--- src/rtl/dmem_block_mover.sv ---
// dmem_block_mover: second master on the data-memory port that copies (or fills) word blocks.
// Fill mode is compiled in only when DMEM_FILL_EN is defined.
module dmem_block_mover #(
  parameter int ADDR_W    = 32,
  parameter int DATA_W    = 32,
  parameter int LEN_W     = 16,
  parameter int MEM_WORDS = 10001
) (
  input  logic              clk,
  input  logic              rst_n,
  input  logic              start,
  input  logic [ADDR_W-1:0] src_addr,
  input  logic [ADDR_W-1:0] dst_addr,
  input  logic [LEN_W-1:0]  len,
  input  logic              fill,
  input  logic [DATA_W-1:0] fill_value,
  output logic              busy,
  output logic              done,
  output logic              error,
  output logic [ADDR_W-1:0] mem_A,
  output logic [DATA_W-1:0] mem_WD,
  output logic              mem_WE,
  input  logic [DATA_W-1:0] mem_RD
);

  // Command protocol: start is taken only in IDLE; busy covers READ/WRITE;
  // done (with error if rejected) pulses for exactly one cycle in FINISH.
  typedef enum logic [1:0] {IDLE, READ, WRITE, FINISH} state_t;

  localparam logic [ADDR_W:0] LIMIT = (ADDR_W+1)'(MEM_WORDS);

  state_t            state;
  logic [ADDR_W-1:0] src_q;
  logic [ADDR_W-1:0] dst_q;
  logic [LEN_W-1:0]  len_q;
  logic [LEN_W-1:0]  idx;
  logic [LEN_W-1:0]  idx_nx;
  logic              fill_sel;
  logic              fill_q;
  logic [ADDR_W:0]   len_ext;
  logic [ADDR_W:0]   src_end;
  logic [ADDR_W:0]   dst_end;
  logic              reject;
  logic              last;

`ifdef DMEM_FILL_EN
  assign fill_sel = fill;
`else
  logic unused_fill;
  assign unused_fill = ^{fill, fill_value};
  assign fill_sel    = 1'b0;
  assign fill_q      = 1'b0;
`endif

  // Range check one bit wider than the address so src+len cannot wrap.
  assign len_ext = (ADDR_W+1)'(len);
  assign src_end = {1'b0, src_addr} + len_ext;
  assign dst_end = {1'b0, dst_addr} + len_ext;
  assign reject  = (!fill_sel && (src_end > LIMIT)) || (dst_end > LIMIT);

  assign idx_nx = idx + LEN_W'(1);
  assign last   = (idx == len_q - LEN_W'(1));

  // mem_WD doubles as the data register that carries the read word into WRITE.
  always_ff @(posedge clk or negedge rst_n) begin
    if (!rst_n) begin
      state  <= IDLE;
      src_q  <= '0;
      dst_q  <= '0;
      len_q  <= '0;
      idx    <= '0;
`ifdef DMEM_FILL_EN
      fill_q <= 1'b0;
`endif
      busy   <= 1'b0;
      done   <= 1'b0;
      error  <= 1'b0;
      mem_A  <= '0;
      mem_WD <= '0;
      mem_WE <= 1'b0;
    end else begin
      case (state)
        IDLE: begin
          if (start) begin
            src_q  <= src_addr;
            dst_q  <= dst_addr;
            len_q  <= len;
            idx    <= '0;
`ifdef DMEM_FILL_EN
            fill_q <= fill;
`endif
            if (reject || (len == '0)) begin
              state <= FINISH;
              done  <= 1'b1;
              error <= reject;
            end
`ifdef DMEM_FILL_EN
            else if (fill) begin
              state  <= WRITE;
              busy   <= 1'b1;
              mem_A  <= dst_addr;
              mem_WD <= fill_value;
              mem_WE <= 1'b1;
            end
`endif
            else begin
              state <= READ;
              busy  <= 1'b1;
              mem_A <= src_addr;
            end
          end
        end
        READ: begin
          state  <= WRITE;
          mem_WD <= mem_RD;
          mem_A  <= dst_q + ADDR_W'(idx);
          mem_WE <= 1'b1;
        end
        WRITE: begin
          if (last) begin
            state  <= FINISH;
            busy   <= 1'b0;
            done   <= 1'b1;
            mem_A  <= '0;
            mem_WD <= '0;
            mem_WE <= 1'b0;
          end else begin
            idx <= idx_nx;
            if (fill_q) begin
              mem_A <= dst_q + ADDR_W'(idx_nx);
            end else begin
              state  <= READ;
              mem_A  <= src_q + ADDR_W'(idx_nx);
              mem_WD <= '0;
              mem_WE <= 1'b0;
            end
          end
        end
        FINISH: begin
          state <= IDLE;
          done  <= 1'b0;
          error <= 1'b0;
        end
        default: state <= IDLE;
      endcase
    end
  end

endmodule

--- config.mk ---
export PLATFORM = sky130hd
export DESIGN_NAME = dmem_block_mover
export DESIGN_NICKNAME = d
export VERILOG_FILES = /design/src/rtl/dmem_block_mover.sv
export SDC_FILE = /design/constraint.sdc
export NUM_CORES = 1
export LEC_CHECK = 0
export CAP_MARGIN = 20
export CORE_AREA = 3 3 157 159
export DETAILED_ROUTE_END_ITERATION = 12
export DIE_AREA = 0 0 160 162
export HOLD_SLACK_MARGIN = 0.1
export PLACE_DENSITY = 0.78
export RECOVER_POWER = 50
export SLEW_MARGIN = 20
export SYNTH_ARGS = -nofsm -noshare
export SYNTH_HDL_FRONTEND = slang
export SYNTH_SLANG_ARGS = --single-unit
--- constraint.sdc ---
create_clock -name clk -period 5.2 [get_ports clk]
set_input_delay 1.04 -clock clk [delete_from_list [all_inputs] [get_ports clk]]
set_output_delay 1.04 -clock clk [all_outputs]
set_load 0.02 [all_outputs]
==> impl_metrics.yaml <==
synth:
  yosys_warnings: 0
  syn_area_mm2: 0.0128
  synth_cell_types: 86
  seq_area_frac_synth_pct: 32.6
  synth.net_count: 1613
  postSynthAreaPerCell_um2: 9.18
  synth_area_leader_cell: "dfrtp_1"
  synth.top_cell.area_share_pct: 32.6
  synth_edf_count: 0
  synthArstFlopShare_pct: 100
  ys_ff_latch: 166
  synth_ff_type: "dfrtp_1"
  syn-instance-count: 1390
  synth.area.top_cells: "dfrtp_1, ha_1, mux2_2"
final_layout:
  syn2layout_area_growth_pct: 27.5
  mostFrequentLayoutCells: "clkdlybuf4s50_1, dfrtp_1, buf_4"
  final_common_cell: "clkdlybuf4s50_1"
  layout-drive-gt1-share_pct: 16.8
  num_antenna_cells: 0
  nNetsFinal: 1873
  final_util_pct: 69.5
floorplanning:
  row_count: 56
  core_area_mm2: 0.0234
  die_h_um: 162
  ios: 216
  dieArea_mm2: 0.0259
  start_util_pct: 54.5
  die_w_um: 160
worst_setup_path:
  worstPathRequired_ns: 5.52
  crit_path_end_kind: "register"
  cp_common_cell: "buf_4"
  worstSetupStartpointType: "input port"
  critPathMaxFanout: 16
  path_class: "input port to register"
  cp.arrival_ns: 5.35
  path_cells: "clkdlybuf4s50_1 -> ha_1 -> inv_1 -> fa_1 -> nand2b_1 -> a211o_1 -> buf_4 -> o21ai_2 -> a211oi_4 -> buf_4 -> mux2i_1 -> a41o_1 -> o311ai_0 -> a2111oi_2 -> buf_4 -> nand4_4 -> nand2_4 -> buf_12 -> mux2_4"
  slowest_stage: "a2111oi_2"
  max_stage_delay_ns: 0.56
global_route:
  grtUsageTotal_pct: 29.9
  grt_pass1_wl_um: 62500
  grt_overflow: 0
  grt_max_degree: 99
  grt_pass1_vias: 11800
  antenna_found_initial: 0
clock_network:
  htree_levels: 4
  cts_hold_buf: 0
  root_buffer: "clkbuf_16"
  cts_setup_buffers: 0
  numCtsBuffers: 17
  cts_tree: "built"
  clock_path_buffers: 2
  cts_sinks: 166
  clkTransAtPathRegs_ns: 0.07
  clk_latency_ns: 0.44
drt:
  drt-total-wl_um: 39200
  via_per_inst: 6.18
  route.antenna.remaining_nets: 0
  vias: 12300
  drc: 0
  first_pass_iters: 6
  routedWlPerCell_um: 19.8
  drtIter0Drc: 1137
  wl_met1_um: 16900
  top_layer_used: "met4"
  wl_met2_um: 18400
  route.met3.wl_um: 2960
outcome:
  violations: "capacitance limit, slew limit"
  outcome: "finished, violations left"
timing:
  max_freq_ghz: 0.199
  drv_slew: 132
  tightest_slew_ns: 2.50
  rsz0062_at_grt: "false"
  fin_crit_ns: 5.04
  hold-worst-slack_ns: 0.485
  setup_viol: 0
  hold_viol_final: 0
  maxSlewHeadroom_pct: -66.5
  fin_crit_sh_pct: 96.8
  skew_ns: 0.00903
placement:
  gp_congestion: 0.958
  place_hpwl_um: 30400
  port_buffers: 182
worst_hold_path:
  hold_path_class: "register to register"
power_and_ir_drop:
  powerDensity_mw_per_mm2: 534
  ir_worst_vdd_uv: 333
  p_leak_nw: 6.95
job:
  drv_cap: 2
==> critical path: cells and delay by family <==
kind | cells | cell delay (ns)
AO/OA/AOI/OAI | 6 | 1.56
adder cells (fa/ha/maj) | 2 | 0.56
buffers and inverters | 6 | 1.31
multiplexers | 2 | 0.45
AND/OR/NAND/NOR | 3 | 0.43
==> metal layers <==
layer	track usage (%)	vias up
met1	41.0	5955
li1	-	5684
met5	0	-
met4	9.11	0
met2	49.7	549
met3	3.95	66
==> layout make-up <==
type	instances	area [µm²]
inverters	54	203
flip-flops and latches	166	4150
clock buffers	19	443
multi-input cells	1105	8120
clock inverters	13	186
well taps	319	399
fillers	1839	7140
repair buffers	306	2760
==> cells by family after synthesis <==
logic type / after synthesis / synth area share, %
xor gates and xnor gates: 115 / 7.89
DFF: 166 / 32.6
buffers and inverters: 119 / 3.95
adders and majority gates: 75 / 7.59
AOI/OAI and AO/OA: 363 / 19.7
and+or+nand+nor: 440 / 17.6
muxes: 112 / 10.7
==> stage by stage <==
stage               setup WS (ns)  cells  area (µm²)  power [mW]  setup TNS (ns)
finish                      0.164   1982       16300        8.68               0
floorplan                   0.598   1390       12800        5.73               0
CTS                         0.170   1982       16300        8.67               0
global route               0.0185   1982       16300        9.20               0
detailed placement         -0.273   1950       15700        7.27           -7.78
global placement           -0.242   1950       15700        7.09           -6.98
==> power breakdown <==
group          switching (mW)  internal [mW]  total (mW)
combinational            2.49           2.41        4.90
clock                   0.573          0.788        1.36
sequential              0.514           1.90        2.42
==> synth_stat cells, types with 10 or more instances <==
master	count
a22o_1	32
a221oi_1	20
nand3_1	63
a31oi_1	12
a21oi_1	71
ha_1	71
xnor2_1	80
mux2_2	71
xor2_1	35
a211oi_1	16
o211ai_1	13
mux2_4	30
and3_1	17
nor4_1	17
or3_1	10
nand2_1	89
a21o_1	21
nand4_1	21
inv_1	54
nor2_1	114
dfrtp_1	166
o21ai_0	76
mux2i_1	11
o21a_1	12
nor2b_1	14
nor3_1	28
clkbuf_1	53
==> path summary, 6_finish.rpt <==
kind,from,to,slack (ns),cells after the start
worst max-delay path,src_addr[0],mem_A[10],0.16,19
worst min-delay path,mem_WE,mem_WE,0.49,1
worst max register to register,idx[5],mem_A[30],0.72,12
worst min register to register,mem_WE,mem_WE,0.49,1
max in group asynchronous,rst_n,mem_WD[5],1.29,2
min in group asynchronous,rst_n,mem_A[3],1.38,1
==> sequential cells by signal, indices dropped and copies added (netlist names) <==
name    count
done        1
mem_WD     32
error       1
dst_q      32
src_q      32
mem_A      32
mem_WE      1
state       2
len_q      16
busy        1
idx        16
==> timing repair <==
item	in CTS	in global routing
endpoints found under the setup margin	0	24
resized for setup	0	1
endpoints found under the hold margin	0	0
Power figures use the tool's default switching activity.
